===== src/rtl/ram_arbiter_pkg.sv =====
// Shared constants and types for the two-requester RAM arbiter.
package ram_arbiter_pkg;
  localparam int ADDR_W = 5;
  localparam int DATA_W = 3;
  localparam int DEPTH  = 2 ** ADDR_W;

  typedef enum logic {
    CLEAR = 1'b0,
    ARB   = 1'b1
  } state_t;

  typedef logic req_id_t;
endpackage


===== src/rtl/ram_arbiter_rr_arb2.sv =====
// Combinational two-way round-robin pick: a lone request wins, a tie goes
// to the requester that was not granted most recently.
module rr_arb2
  import ram_arbiter_pkg::*;
(
  input  logic [1:0] req,
  input  req_id_t    last,
  output logic [1:0] gnt,
  output req_id_t    winner
);

  always_comb begin
    winner = 1'b0;
    unique case (req)
      2'b01:   winner = 1'b0;
      2'b10:   winner = 1'b1;
      2'b11:   winner = ~last;
      default: winner = 1'b0;
    endcase
    gnt[0] = (|req) & ~winner;
    gnt[1] = (|req) & winner;
  end

endmodule


===== src/rtl/ram_arbiter.sv =====
// Owns a 32x3 single-port RAM: zero-fills it after reset or on clear, then
// shares the port between two requesters with round-robin arbitration.
module ram_arbiter
  import ram_arbiter_pkg::*;
(
  input  logic              clk,
  input  logic              reset,
  input  logic              clear,
  output logic              busy,
  input  logic              req0,
  input  logic              req1,
  input  logic              we0,
  input  logic              we1,
  input  logic [ADDR_W-1:0] addr0,
  input  logic [ADDR_W-1:0] addr1,
  input  logic [DATA_W-1:0] wdata0,
  input  logic [DATA_W-1:0] wdata1,
  output logic              gnt0,
  output logic              gnt1,
  output logic              rvalid0,
  output logic              rvalid1,
  output logic [DATA_W-1:0] rdata0,
  output logic [DATA_W-1:0] rdata1,
  output logic [ADDR_W-1:0] ram_address,
  output logic [DATA_W-1:0] ram_data,
  output logic              ram_wren,
  input  logic [DATA_W-1:0] ram_q,
  output state_t            dbg_state
);

  state_t            r_state;
  logic [ADDR_W-1:0] r_cnt;
  req_id_t           r_last;
  logic              r_rvalid0;
  logic              r_rvalid1;

  state_t            w_state_nxt;
  logic [ADDR_W-1:0] w_cnt_nxt;
  req_id_t           w_last_nxt;
  logic [1:0]        w_arb_gnt;
  req_id_t           w_winner;
  logic [1:0]        w_gnt;

  rr_arb2 u_rr_arb2 (
    .req    ({req1, req0}),
    .last   (r_last),
    .gnt    (w_arb_gnt),
    .winner (w_winner)
  );

  always_comb begin
    w_state_nxt = r_state;
    w_cnt_nxt   = r_cnt;
    w_gnt       = 2'b00;
    busy        = 1'b0;
    ram_address = '0;
    ram_data    = '0;
    ram_wren    = 1'b0;
    unique case (r_state)
      CLEAR: begin
        // clear is deliberately not looked at here: a running fill is never restarted
        busy        = 1'b1;
        ram_address = r_cnt;
        ram_wren    = 1'b1;
        if (r_cnt == ADDR_W'(DEPTH - 1)) begin
          w_state_nxt = ARB;
          w_cnt_nxt   = '0;
        end else begin
          w_cnt_nxt = r_cnt + 1'b1;
        end
      end
      ARB: begin
        if (clear) begin
          w_state_nxt = CLEAR;
          w_cnt_nxt   = '0;
        end else begin
          w_gnt = w_arb_gnt;
          if (w_gnt[1]) begin
            ram_address = addr1;
            ram_data    = wdata1;
            ram_wren    = we1;
          end else if (w_gnt[0]) begin
            ram_address = addr0;
            ram_data    = wdata0;
            ram_wren    = we0;
          end
        end
      end
      default: begin
        w_state_nxt = CLEAR;
        w_cnt_nxt   = '0;
      end
    endcase
    w_last_nxt = (|w_gnt) ? w_winner : r_last;
  end

  always_ff @(posedge clk or negedge reset) begin
    if (!reset) begin
      r_state   <= CLEAR;
      r_cnt     <= '0;
      r_last    <= 1'b1;
      r_rvalid0 <= 1'b0;
      r_rvalid1 <= 1'b0;
    end else begin
      r_state   <= w_state_nxt;
      r_cnt     <= w_cnt_nxt;
      r_last    <= w_last_nxt;
      r_rvalid0 <= w_gnt[0] & ~we0;
      r_rvalid1 <= w_gnt[1] & ~we1;
    end
  end

  assign gnt0      = w_gnt[0];
  assign gnt1      = w_gnt[1];
  assign rvalid0   = r_rvalid0;
  assign rvalid1   = r_rvalid1;
  assign rdata0    = ram_q;
  assign rdata1    = ram_q;
  assign dbg_state = r_state;

endmodule


===== config.mk =====
export PLATFORM = sky130hd
export DESIGN_NAME = ram_arbiter
export DESIGN_NICKNAME = d
export VERILOG_FILES = /design/src/rtl/ram_arbiter_pkg.sv /design/src/rtl/ram_arbiter_rr_arb2.sv /design/src/rtl/ram_arbiter.sv
export SDC_FILE = /design/constraint.sdc
export NUM_CORES = 1
export LEC_CHECK = 0
export CORE_UTILIZATION = 35
export CTS_CLUSTER_DIAMETER = 200
export DETAILED_ROUTE_END_ITERATION = 16
export PLACE_DENSITY = 0.93
export SYNTH_ARGS = -nofsm -noshare
export SYNTH_HDL_FRONTEND = slang
export SYNTH_SLANG_ARGS = --single-unit

===== constraint.sdc =====
create_clock -name clk -period 2.62 [get_ports clk]
set_input_delay 0.524 -clock clk [delete_from_list [all_inputs] [get_ports clk]]
set_output_delay 0.524 -clock clk [all_outputs]
set_load 0.05 [all_outputs]

==> flow_summary_export.csv <==
group,metric,value,unit
synthesis,async_flop_share,100,%
drt,dr.pass1.iters,4,
global_routing,grt_use_met1,19.3,%
drt,ant_nets,0,
placed_design,gp_congestion,0.821,
floorplan,fp.dieW,44.4,um
cts,postCtsSetupBuffers,0,
critical_path,cp-end-kind,"output pin",
power,combinationalPowerShare,66.6,%
floorplan,die_area,1970,um^2
placed_design,port_buffers,37,
floorplan,ios,47,
timing,min_period,2.48,ns
power,vdd_drop_max,0.522,mV
floorplan,start_util,39.5,%
synthesis,yosysTopAreaCell,"dfrtp_1",
global_routing,grtUsageMet3,10.6,%
timing,final_max_slew_viol_count,0,
cts,cts.clk_slew.worst_paths,0.06,ns
timing,skew,0.00417,ns
critical_path,cp.required,2.10,ns
timing,rsz0062_at_grt,"no",
floorplan,rows,14,
global_routing,grt_use_met2,30.0,%
power,pwr-share-clk,10.0,%
synthesis,yosys-top-cells-area,"dfrtp_1 (32%), a221o_1 (8.0%), buf_4 (7.2%)",
critical_path,arrival,1.96,ns
power,total_power,0.00104,W
synthesis,ys_ff_latch,9,
cts,clockBufferDepth,2,
critical_path,cp_max_fo,11,
power,seq_power_share,23.4,%
synthesis,synth_top_cell_area_share,31.8,%
timing,fin_crit_sh,94.7,%
run_status,outcome,"finished clean",
synthesis,ys_warn_count,0,
power,p_switching,0.000422,W
timing,tns,0,ns
synthesis,netlist_top_cells_count,"dfrtp_1 (8), buf_4 (6), a221o_1 (5)",
global_routing,overflow,0,
global_routing,track_usage,18.2,%
global_routing,antenna_found_initial,0,
cts,clock-sinks,9,
drt,num_vias,588,
cts,clkLatencyLatePin,0.26,ns
critical_path,crit_path_start,"req1",
drt,wirelength,1590,um
floorplan,core_area,1590,um^2
global_routing,grt_busiest_layer,"met2",
timing,max_freq,403,MHz
synthesis,postSynthCellCount,57,
drt,wl_per_cell,14.1,um
synthesis,ys_types,26,
floorplan,fp.dieH,44.4,um
power,p_int,0.000614,W
critical_path,r2r-start,"r_cnt[0]$_DFFE_PN0P_",
timing,finalSetupViolations,0,
cts,h-tree-depth,1,
drt,drt_iter0_drc,10,
finish,n_antenna_cell,0,
synthesis,ys.flop_type,"dfrtp_1",
finish,drive_gt1_share,29.2,%
critical_path,start_kind,"input pin",
synthesis,syn_nets,85,
cts,ctsHoldBuffers,0,
timing,slew_headroom,65.5,%
timing,worst-slew-pin-transition,0.516,ns
min_path,hp-class,"input pin to asynchronous set/reset pin",
synthesis,syn_avg_cell_area,11.0,um^2
cts,cts-buffers-inserted,3,
flow_run,max_cap_viol_count,0,
global_routing,grt_pass1_vias,571,
global_routing,grt_first_pass_wirelength,2590,um
power,p_sw_share,40.7,%
synthesis,yosysSeqAreaShare,36.0,%
drt,viasPerCell,5.20,
timing,final_hold_viol_count,0,
drt,drc,0,
synthesis,synth.most_common_cell,"dfrtp_1",
global_routing,grt_max_degree,12,
finish,final_nets,118,
finish,area_growth_syn_to_layout,72.8,%
synthesis,syn_area,629,um^2
cts,cts_tree,"done",
power,power_density,953,nW/um^2
cts,cts_root_buf,"clkbuf_4",
cts,postCtsResizedCells,0,
critical_path,crit_type,"input pin to output pin",
synthesis,synth_edf_count,0,
power,power.leakage,0.466,nW
## cell families (layout without fill, tap and decap cells)
family | Yosys count | count (layout) | share of synthesized area, %
simple gates | 19 | 19 | 21.7
compound gates | 14 | 14 | 20.7
buf+inv | 10 | 42 | 13.1
flops | 9 | 9 | 36.0
fa+ha+maj | 2 | 2 | 3.98
xor+xnor | 2 | 2 | 2.78
mux | 1 | 1 | 1.79
## per-stage QoR
stage               std cells  hold slack [ns]  area, um^2  worst slack, ns  utilization (%)
CTS                       113            0.546        1090            0.145             68.2
global placement          109            0.513        1060            0.182             66.6
floorplan                  57            0.228         629            0.198                -
detailed placement        109            0.533        1060            0.147             66.6
finish                    113            0.550        1090            0.140             68.2
global route              113            0.563        1090           0.0621             68.2
## flip-flops by register name, summed over array words and instances (netlist names)
| register | cells |
|---|---|
| r_cnt | 5 |
| dbg_state | 1 |
| r_last | 1 |
| rvalid0 | 1 |
| rvalid1 | 1 |
## critical path, stage by stage
cell	delay (ns)
clkdlybuf4s50_1	0.54
nand2b_1	0.09
and3_4	0.24
a221o_1	0.40
buf_12	0.16
## cell usage in the layout (no fill, tap or decap), types with 2 or more instances in the layout
cell type	instances
nand4b_1	2
clkbuf_4	3
and2b_1	3
nor2b_1	2
dfrtp_1	8
a22o_1	3
nor2_1	2
a221o_1	5
nand3_1	2
clkdlybuf4s50_1	26
a22o_2	4
buf_12	11
and2b_2	2
ha_1	2
## routing by layer
metal  share of wire [%]  vias up  routed length [um]
li1                    -      272                   -
met1                  38      265                 611
met2                  44       45                 702
met3                  15        6                 236
met4                 2.5        0                  39
met5                   0        -                   0
## power by group through the flow
| stage | logic [W] | registers, W | clock network, W |
|---|---|---|---|
| after detailed placement | 0.000696 | 0.000244 | 0 |
| after global placement | 0.000680 | 0.000238 | 0 |
| after global routing | 0.000724 | 0.000249 | 0.000119 |
| final | 0.000690 | 0.000242 | 0.000104 |
| after CTS | 0.000696 | 0.000243 | 0.000111 |
| after floorplan | 0.000421 | 0.000238 | 0 |
## worst paths after layout
kind / to / slack (ns) / depth (start not counted)
min reg2reg: r_cnt[4]$_DFFE_PN0P_ / 0.55 / 1
min: r_cnt[3]$_DFFE_PN0P_ / 0.55 / 1
min in group clk: r_cnt[4]$_DFFE_PN0P_ / 0.55 / 1
max: ram_address[3] / 0.14 / 5
max in group asynchronous: r_last$_DFFE_PN1P_ / 1.75 / 1
max reg2reg: r_cnt[0]$_DFFE_PN0P_ / 1.15 / 5
## cell type report
type                    instances  area, um^2
fillers                       108         507
repair buffers                 37         480
multi-input cells              38         320
flip-flops and latches          9         226
well taps                      24        30.0
clock buffers                   4        26.3
inverters                       1        3.75
Power figures use the tool's default switching activity.
